==> src/rtl/lock_pkg.sv <==
// Shared types for the lock access controller: FSM states, keypad symbol
// type, the idle symbol driven to the lock and a symbol-select helper.
package lock_pkg;

    typedef logic [1:0] sym_t;

    typedef enum logic [2:0] {
        S_IDLE    = 3'd0,
        S_ENTRY   = 3'd1,
        S_CHECK   = 3'd2,
        S_OPEN    = 3'd3,
        S_LOCKOUT = 3'd4
    } lock_state_t;

    localparam sym_t IDLE_SYM = 2'b00;

    // Choose the symbol of the granted keypad (sel=1 -> requester 1).
    function automatic sym_t pick_sym(input logic sel, input sym_t s0, input sym_t s1);
        sym_t r;
        if (sel) begin
            r = s1;
        end else begin
            r = s0;
        end
        return r;
    endfunction

endpackage

==> src/rtl/rr_arb2.sv <==
// Two-requester round-robin arbiter. The grant is combinational from req;
// the "last granted" pointer only moves when the caller enables it.
module rr_arb2
    import lock_pkg::*;
(
    input  logic       clk,
    input  logic       rst,
    input  logic [1:0] req,
    input  logic       en,
    output logic [1:0] gnt
);

    logic last_q;
    logic last_d;

    // Winner selection: a lone requester wins, on contention the one not granted last.
    always_comb begin
        gnt = 2'b00;
        case (req)
            2'b01:   gnt = 2'b01;
            2'b10:   gnt = 2'b10;
            2'b11: begin
                if (last_q) begin
                    gnt = 2'b01;
                end else begin
                    gnt = 2'b10;
                end
            end
            default: gnt = 2'b00;
        endcase
    end

    // Pointer next value: remember the winner only when a grant is actually issued.
    always_comb begin
        last_d = last_q;
        if (en && (gnt != 2'b00)) begin
            last_d = gnt[1];
        end else begin
            last_d = last_q;
        end
    end

    // Pointer register; reset value makes requester 0 the favoured one.
    always_ff @(posedge clk) begin
        if (!rst) begin
            last_q <= 1'b1;
        end else begin
            last_q <= last_d;
        end
    end

endmodule

==> src/rtl/lock_access_ctrl.sv <==
// Access controller in front of electronic_lock: arbitrates two keypads,
// forwards the granted keypad's symbols, evaluates the unlock response,
// times the door-open strobe and enforces a lockout after repeated failures.
module lock_access_ctrl
    import lock_pkg::*;
#(
    parameter int CODE_LEN       = 8,
    parameter int CHECK_WIN      = 4,
    parameter int OPEN_CYCLES    = 20,
    parameter int MAX_FAILS      = 3,
    parameter int LOCKOUT_CYCLES = 100,
    parameter int IDLE_TIMEOUT   = 16
) (
    input  logic                             clk,
    input  logic                             rst,
    input  logic [1:0]                       req,
    input  logic [1:0]                       sym0,
    input  logic                             sym0_valid,
    input  logic [1:0]                       sym1,
    input  logic                             sym1_valid,
    input  logic                             unlock,
    output logic                             lock_b0,
    output logic                             lock_b1,
    output logic [1:0]                       gnt,
    output logic                             door_open,
    output logic                             locked_out,
    output logic [$clog2(MAX_FAILS+1)-1:0]   fail_cnt,
    output logic                             busy
);

    localparam int SW = $clog2(CODE_LEN + 1);
    localparam int IW = $clog2(IDLE_TIMEOUT + 1);
    localparam int CW = $clog2(CHECK_WIN + 1);
    localparam int FW = $clog2(MAX_FAILS + 1);
    localparam int TMAX = (OPEN_CYCLES > LOCKOUT_CYCLES) ? OPEN_CYCLES : LOCKOUT_CYCLES;
    localparam int TW = $clog2(TMAX + 1);

    // Terminal values: a counter holding one of these hits its limit on this edge.
    localparam logic [SW-1:0] SYM_LAST_C  = SW'(CODE_LEN - 1);
    localparam logic [IW-1:0] IDLE_LAST_C = IW'(IDLE_TIMEOUT - 1);
    localparam logic [CW-1:0] CHK_LAST_C  = CW'(CHECK_WIN - 1);
    localparam logic [TW-1:0] OPEN_LAST_C = TW'(OPEN_CYCLES - 1);
    localparam logic [TW-1:0] LOCK_LAST_C = TW'(LOCKOUT_CYCLES - 1);
    localparam logic [FW-1:0] MAX_FAILS_C = FW'(MAX_FAILS);

    lock_state_t   state_q, state_d;
    logic [1:0]    gnt_q, gnt_d;
    logic          gidx_q, gidx_d;
    sym_t          lock_b_q, lock_b_d;
    logic          door_open_q, door_open_d;
    logic          locked_out_q, locked_out_d;
    logic [FW-1:0] fail_cnt_q, fail_cnt_d;
    logic          busy_q, busy_d;
    logic [SW-1:0] sym_cnt_q, sym_cnt_d;
    logic [IW-1:0] idle_cnt_q, idle_cnt_d;
    logic [CW-1:0] chk_cnt_q, chk_cnt_d;
    logic [TW-1:0] tmr_q, tmr_d;

    logic          arb_en_s;
    logic [1:0]    arb_gnt_s;
    logic          fail_s;
    logic [FW-1:0] fail_inc_s;
    logic          g_valid_s;
    logic          g_req_s;
    sym_t          g_sym_s;

    rr_arb2 u_arb (
        .clk (clk),
        .rst (rst),
        .req (req),
        .en  (arb_en_s),
        .gnt (arb_gnt_s)
    );

    // Only the granted keypad is looked at; the other one is ignored entirely.
    assign g_valid_s  = gidx_q ? sym1_valid : sym0_valid;
    assign g_req_s    = req[gidx_q];
    assign g_sym_s    = pick_sym(gidx_q, sym0, sym1);
    assign fail_inc_s = (fail_cnt_q == MAX_FAILS_C) ? fail_cnt_q : (fail_cnt_q + FW'(1));

    // Next-state and next-output logic for the access FSM and its counters.
    always_comb begin
        state_d      = state_q;
        gnt_d        = gnt_q;
        gidx_d       = gidx_q;
        lock_b_d     = IDLE_SYM;
        door_open_d  = 1'b0;
        locked_out_d = 1'b0;
        fail_cnt_d   = fail_cnt_q;
        sym_cnt_d    = sym_cnt_q;
        idle_cnt_d   = idle_cnt_q;
        chk_cnt_d    = chk_cnt_q;
        tmr_d        = tmr_q;
        arb_en_s     = 1'b0;
        fail_s       = 1'b0;

        case (state_q)
            S_IDLE: begin
                if (req != 2'b00) begin
                    arb_en_s   = 1'b1;
                    gnt_d      = arb_gnt_s;
                    gidx_d     = arb_gnt_s[1];
                    sym_cnt_d  = '0;
                    idle_cnt_d = '0;
                    state_d    = S_ENTRY;
                end else begin
                    gnt_d = 2'b00;
                end
            end
            S_ENTRY: begin
                // The final symbol beats a simultaneous request drop; any
                // valid symbol beats a simultaneous idle timeout.
                if (g_valid_s && (sym_cnt_q == SYM_LAST_C)) begin
                    lock_b_d  = g_sym_s;
                    sym_cnt_d = sym_cnt_q + SW'(1);
                    chk_cnt_d = '0;
                    state_d   = S_CHECK;
                end else if (!g_req_s) begin
                    gnt_d   = 2'b00;
                    state_d = S_IDLE;
                end else if (g_valid_s) begin
                    lock_b_d   = g_sym_s;
                    sym_cnt_d  = sym_cnt_q + SW'(1);
                    idle_cnt_d = '0;
                end else if (idle_cnt_q == IDLE_LAST_C) begin
                    fail_s = 1'b1;
                end else begin
                    idle_cnt_d = idle_cnt_q + IW'(1);
                end
            end
            S_CHECK: begin
                if (unlock) begin
                    gnt_d       = 2'b00;
                    fail_cnt_d  = '0;
                    door_open_d = 1'b1;
                    tmr_d       = '0;
                    state_d     = S_OPEN;
                end else if (chk_cnt_q == CHK_LAST_C) begin
                    fail_s = 1'b1;
                end else begin
                    chk_cnt_d = chk_cnt_q + CW'(1);
                end
            end
            S_OPEN: begin
                if (tmr_q == OPEN_LAST_C) begin
                    state_d = S_IDLE;
                end else begin
                    door_open_d = 1'b1;
                    tmr_d       = tmr_q + TW'(1);
                end
            end
            S_LOCKOUT: begin
                if (tmr_q == LOCK_LAST_C) begin
                    fail_cnt_d = '0;
                    state_d    = S_IDLE;
                end else begin
                    locked_out_d = 1'b1;
                    tmr_d        = tmr_q + TW'(1);
                end
            end
            default: begin
                gnt_d   = 2'b00;
                state_d = S_IDLE;
            end
        endcase

        // A failed attempt either returns to IDLE or, at the limit, starts the lockout.
        if (fail_s) begin
            fail_cnt_d = fail_inc_s;
            gnt_d      = 2'b00;
            tmr_d      = '0;
            if (fail_inc_s == MAX_FAILS_C) begin
                locked_out_d = 1'b1;
                state_d      = S_LOCKOUT;
            end else begin
                state_d = S_IDLE;
            end
        end else begin
            fail_cnt_d = fail_cnt_d;
        end

        busy_d = (state_d != S_IDLE);
    end

    // State, counter and output registers with synchronous active-low reset.
    always_ff @(posedge clk) begin
        if (!rst) begin
            state_q      <= S_IDLE;
            gnt_q        <= 2'b00;
            gidx_q       <= 1'b0;
            lock_b_q     <= IDLE_SYM;
            door_open_q  <= 1'b0;
            locked_out_q <= 1'b0;
            fail_cnt_q   <= '0;
            busy_q       <= 1'b0;
            sym_cnt_q    <= '0;
            idle_cnt_q   <= '0;
            chk_cnt_q    <= '0;
            tmr_q        <= '0;
        end else begin
            state_q      <= state_d;
            gnt_q        <= gnt_d;
            gidx_q       <= gidx_d;
            lock_b_q     <= lock_b_d;
            door_open_q  <= door_open_d;
            locked_out_q <= locked_out_d;
            fail_cnt_q   <= fail_cnt_d;
            busy_q       <= busy_d;
            sym_cnt_q    <= sym_cnt_d;
            idle_cnt_q   <= idle_cnt_d;
            chk_cnt_q    <= chk_cnt_d;
            tmr_q        <= tmr_d;
        end
    end

    assign lock_b0    = lock_b_q[0];
    assign lock_b1    = lock_b_q[1];
    assign gnt        = gnt_q;
    assign door_open  = door_open_q;
    assign locked_out = locked_out_q;
    assign fail_cnt   = fail_cnt_q;
    assign busy       = busy_q;

endmodule

==> config.mk <==
export PLATFORM = sky130hd
export DESIGN_NAME = lock_access_ctrl
export DESIGN_NICKNAME = d
export VERILOG_FILES = /design/src/rtl/lock_pkg.sv /design/src/rtl/rr_arb2.sv /design/src/rtl/lock_access_ctrl.sv
export SDC_FILE = /design/constraint.sdc
export NUM_CORES = 1
export LEC_CHECK = 0
export CORE_ASPECT_RATIO = 1.4
export CORE_MARGIN = 5
export CORE_UTILIZATION = 50
export DETAILED_ROUTE_END_ITERATION = 16
export PLACE_DENSITY_LB_ADDON = 0.08
export SETUP_SLACK_MARGIN = 0.15
export SYNTH_ARGS = -nofsm -noshare
export SYNTH_HDL_FRONTEND = slang
export SYNTH_HIERARCHICAL = 1
export SYNTH_SLANG_ARGS = --single-unit
export TNS_END_PERCENT = 50
==> constraint.sdc <==
create_clock -name clk -period 1.75 [get_ports clk]
set_input_delay 0.4375 -clock clk [delete_from_list [all_inputs] [get_ports clk]]
set_output_delay 0.4375 -clock clk [all_outputs]
set_load 0.03 [all_outputs]
**After elaboration in Yosys (flattened, before gate mapping)**

Cells that the tools add are included.

- Register bits: 33

- $add $sub $neg: 5
- $lt $le $gt $ge: 1
- Equal/unequal tests: 29
- Multiplexer cells: 62
- Bitwise gates (word level): 2
- Reduce and logical (&&, ||, !) cells: 20

Operators by type and width:

| operator | number |
|---|---|
| $mux W3 | 11 |
| $mux W5 | 5 |
| $mux W2 | 12 |
| $mux W7 | 3 |
| $pmux W7 S3 | 1 |
| $ne A2 B2 Y1 const B | 10 |
| $mux W1 | 17 |
| $mux W4 | 4 |
| $reduce_and A4 Y1 | 4 |
| $ne A3 B3 Y1 const B | 5 |
| $pmux W3 S5 | 1 |
| $pmux W5 S2 | 1 |
| $eq A3 B2 Y1 const B | 3 |
| $reduce_bool A3 Y1 | 3 |
| $eq A2 B2 Y1 const B | 4 |
| $pmux W2 S4 | 1 |
| $pmux W4 S2 | 1 |
| $reduce_bool A2 Y1 | 4 |
| $add A7 B1 Y7 const B | 1 |
| $eq A7 B5 Y1 const B | 1 |
| $eq A7 B7 Y1 const B | 1 |
| $pmux W2 S3 | 1 |
| $pmux W3 S2 | 1 |
| $add A5 B1 Y5 const B | 1 |
| other kinds (18) | 23 |

**Depth between registers and ports, before layout**

- Depth in word-level cells: 8
- Gate-level depth with buffers: 7
- Mapped depth without buffers: 6

**Hierarchy**

Netlist, hierarchy kept.

By module, submodules not included:

| module | times used | cells each | area each (sq um) | sequential area each (sq um) |
|---|---|---|---|---|
| lock_access_ctrl | 1 | 202 | 1732.9 | 640.6 |
| rr_arb2 | 1 | 7 | 58.8 | 20.0 |

**Worst setup path before layout**

OpenSTA, ideal clock, no wires.

- Path kind: reg2reg
- Start: register idle_cnt_q[0]
- End: register busy_q, in the netlist busy
- Arrival: 1573 ps
- Data required time: 1604 ps
- Slack: 31 ps
- Stages on the path, launching flop included: 7
- Buffers on the path: 0
- Period minus slack after synthesis: 1719 ps
- Path through: dfxtp_1 ha_1 and3_1 ha_1 and4_1 a311oi_1 o311ai_1

- Word-level cells in the longest chain between the ends: 8

RTL lines:

| what | line | text |
|---|---|---|
| start: declaration | lock_access_ctrl.sv:55 | `logic [IW-1:0] idle_cnt_q, idle_cnt_d;` |
| start signal: assignment | lock_access_ctrl.sv:210 | `idle_cnt_q <= idle_cnt_d;` |
| $eq A5 B4 Y1 | lock_access_ctrl.sv:125 | `end else if (idle_cnt_q == IDLE_LAST_C) begin` |
| $mux W1 | lock_access_ctrl.sv:125 |  |
| $mux W1 | lock_access_ctrl.sv:121 | `end else if (g_valid_s) begin` |
| $mux W1 | lock_access_ctrl.sv:118 | `end else if (!g_req_s) begin` |
| $mux W1 | lock_access_ctrl.sv:113 | `if (g_valid_s && (sym_cnt_q == SYM_LAST_C)) begin` |
| $pmux W1 S2 | lock_access_ctrl.sv:97 | `case (state_q)` |
| $mux W3 | lock_access_ctrl.sv:168 | `if (fail_s) begin` |
| $reduce_bool A3 Y1 | lock_access_ctrl.sv:182 | `busy_d = (state_d != S_IDLE);` |
| end signal: assignment | lock_access_ctrl.sv:208 | `busy_q <= busy_d;` |
| end: declaration | lock_access_ctrl.sv:53 | `logic busy_q, busy_d;` |

Every way passes these cells.
A chain may end at the register's enable or synchronous reset.

**Worst setup path after layout**

- Start: register tmr_q[0]
- End: register busy_q, in the netlist busy

- Word-level cells in the longest chain between the ends: 5
- Elaborated cells on any way between the ends: 7

RTL lines:

| what | line | text |
|---|---|---|
| start: declaration | lock_access_ctrl.sv:57 | `logic [TW-1:0] tmr_q, tmr_d;` |
| start signal: assignment | lock_access_ctrl.sv:212 | `tmr_q <= tmr_d;` |
| $eq A7 B7 Y1 or $eq A7 B5 Y1 (tied branches) | lock_access_ctrl.sv:153, lock_access_ctrl.sv:145 |  |
| $mux W3, on equally long branches | lock_access_ctrl.sv:153, lock_access_ctrl.sv:145 |  |
| $pmux W3 S5 (*) | lock_access_ctrl.sv:97 |  |
| $mux W3 (*) | lock_access_ctrl.sv:168 |  |
| $reduce_bool A3 Y1 (*) | lock_access_ctrl.sv:182 |  |

Every way passes the cells marked *; elsewhere a longest branch is shown, timed or not.

==> flow_metrics.tcl <==
set metrics [dict create \
    antenna_cells 0 \
    yosysTopAreaCellShare_pct 36.87 \
    p_int_w 0.001355 \
    setup_viol 0 \
    hold_buffers 0 \
    port_buffers 19 \
    routedWlPerCell_microns 17.41 \
    slowest_delay_ns 0.36 \
    rsz0062_at_grt "true" \
    drive_gt1_share_pct 38.32 \
    clk_pin_slew_ns 0.07 \
    worstPathRequired_ns 1.92 \
    slew_headroom_pct 73.73 \
    worst_pin_slew_ns 0.3907 \
    power_leakage_nw 1.127 \
    pwr-share-comb_pct 14.4 \
    power.share.sequential_pct 43.2 \
    fin_ws_ns 0.08068 \
    multiInputGateArea_sq_um 1231 \
    critPathArrivalTime_ns 1.84 \
    die-area_sq_um 4897 \
    clockBufferDepth 2 \
    yosys-top-cells-count "dfxtp_1 (33), a21oi_1 (17), nand2_1 (16), nand3_1 (14), inv_1 (13)" \
    synthArstFlopShare_pct 0 \
    finalMaxSlewViolations 0 \
    yosysWarnings 6 \
    route.met3.wl_microns 189 \
    first_iter_violations 87 \
    synth.net_count 226 \
    worstSetupEndpointType "register" \
    die_w_microns 60.59 \
    fin_crit_sh_pct 95.39 \
    antenna_left 0 \
    clockPowerShare_pct 42.5 \
    met2_length_microns 3137 \
    top_layer_used "met4" \
    ir_drop_v 0.0006546 \
    cts.sinks 33 \
    start_util_pct 52.55 \
    rows 25 \
    instances_no_fill 314 \
    antenna_found_initial 0 \
    crit_chain "ha_2 -> buf_4 -> and4b_2 -> a211oi_1 -> a311oi_2 -> o311ai_1" \
    area_growth_syn_to_layout_pct 51.47 \
    syn_area_sq_um 1792 \
    gp_congestion 0.8590 \
    io_pins 20 \
    synthCells 209 \
    die_h_microns 80.83 \
    wl_microns 5468 \
    path_class "reg -> reg" \
    place_ws_ns -0.3527 \
    synthTopCellsByArea "dfxtp_1 (37%), mux2i_1 (5.0%), a21oi_1 (4.7%)" \
    h-tree-depth 2 \
    yosysMostFrequentCell "dfxtp_1" \
    cp_top_family "compound AO/OA/AOI/OAI gates" \
    vias 1918 \
    p_sw_share_pct 24.50 \
    grt_pass1_vias 2015 \
    ys_seq_elements 33 \
    synth_top_area_cell "dfxtp_1" \
    grt_overflow 0 \
    synth-edff-count 0 \
    placed_cells 287 \
    track_usage_pct 24.00 \
    hold_class "reg -> reg" \
    postSynthAreaPerCell_sq_um 8.573 \
    finalHoldViolCount 0 \
    power_switching_w 0.0004399 \
    synth_cell_type_count 54 \
    numCtsBuffers 5 \
    grt_pass1_wl_microns 8769 \
    viasPerCell 6.108 \
    drc_errors 0 \
    cts_root_buf "clkbuf_8" \
    design.core.area_sq_um 3410 \
    worstPathBufferInverterCount 1 \
    dp_hpwl_microns 3748 \
    worstSkewPairLatency_ns 0.29 \
    drv_cap 0 \
    met1Wirelength_microns 1893 \
    ys_seq_area_share_pct 36.87 \
    status "finished, final reports clean" \
    fillers 220 \
    cts_tree "built" \
    power-per-cell-area_nw_per_um2 661.5 \
    skew_ns 0.006045 \
    nets 290 \
    ff_latch_area_sq_um 683.2 \
    worst_setup_path_start_kind "register" \
    r2r_slack_ns 0.08 \
    fmax_mhz 599.0 \
    synth_ff_type "dfxtp_1" \
    cp_max_fo 4 \
    fin_crit_ns 1.669 \
    first_pass_iters 4 \
    grt_max_degree 13 \
    cp_slowest_cell "a311oi_2" \
]
timing repair:
action                                  CTS  global route
pin swaps                                15            11
setup buffers                            13             4
cloned                                    2             0
resized for setup                        49            22
endpoints found under the setup margin   37            33
layout by cell type (no fill, tap or decap), drive strengths merged, types with 9 or more instances in the layout:
cell         instances
dfxtp               33
nand3               14
a21oi               17
nand2               16
dlygate4sd2          9
inv                 13
o21ai               10
buf                 48
mux2i                9
power by group through the flow:
stage / combinational [W] / sequential, W / clock, W
detailed placement: 0.000214 / 0.000794 / 0
CTS: 0.000243 / 0.000775 / 0.000761
finish: 0.000258 / 0.000775 / 0.000762
global placement: 0.000208 / 0.000793 / 0
floorplan: 0.000105 / 0.000800 / 0
global route: 0.000276 / 0.000776 / 0.000800
final cells by class:
class                   instances  area share [%]
multi-input cells             152           45.37
clock buffers                   6           3.043
clock inverters                 2           1.383
flip-flops and latches         33           25.17
well taps                      40           1.844
inverters                      14           1.982
repair buffers                 67           21.21
stage by stage:
stage          hold WS, ns  total power [W]  utilization, %  setup TNS [ns]  instance area, sq um
2_1_floorplan       0.4390        0.0009054               -               0                  1831
3_3_place_gp        0.4467         0.001001           65.17          -6.664                  2222
3_5_place_dp        0.4667         0.001008           65.17          -7.765                  2222
4_1_cts             0.4784         0.001779           76.15               0                  2596
5_1_grt             0.5086         0.001853           79.60               0                  2714
6_report            0.4888         0.001795           79.60               0                  2714
cells by family (layout without fill, tap and decap cells):
logic type	count (synthesis)	in the layout	share of synthesized area, %
multiplexers	10	10	5.657
buffers and inverters	24	89	6.634
adder cells (fa/ha/maj)	6	6	4.190
AND/OR/NAND/NOR	78	78	25.21
flip-flops	33	33	36.87
XOR/XNOR	1	1	0.4889
AO/OA/AOI/OAI	57	57	20.95
state kept, by name, indices dropped and copies added (netlist names):
signal	cells
busy	1
chk_cnt_q	3
door_open	1
fail_cnt	2
gidx_q	1
gnt	2
idle_cnt_q	5
lock_b_q	2
locked_out	1
state_q	3
sym_cnt_q	4
tmr_q	7
u_arb/last_q	1
layer usage:
| layer | vias up | global-route usage, % |
|---|---|---|
| met4 | 0 | 14.10 |
| met2 | 59 | 46.04 |
| met5 | - | 0 |
| met1 | 929 | 21.75 |
| li1 | 908 | - |
| met3 | 22 | 5.405 |
final timing paths:
path	from	end	cells past startpoint
min reg2reg	tmr_q[1]	tmr_q[1]	2
min	tmr_q[1]	tmr_q[1]	2
max reg2reg	tmr_q[0]	busy	6
max	tmr_q[0]	busy	6
worst min-delay path: stages (launching register included):
cell     delay [ns]
dfxtp_2        0.33
nand3_1        0.07
a21oi_1        0.06
Power figures use the tool's default switching activity.
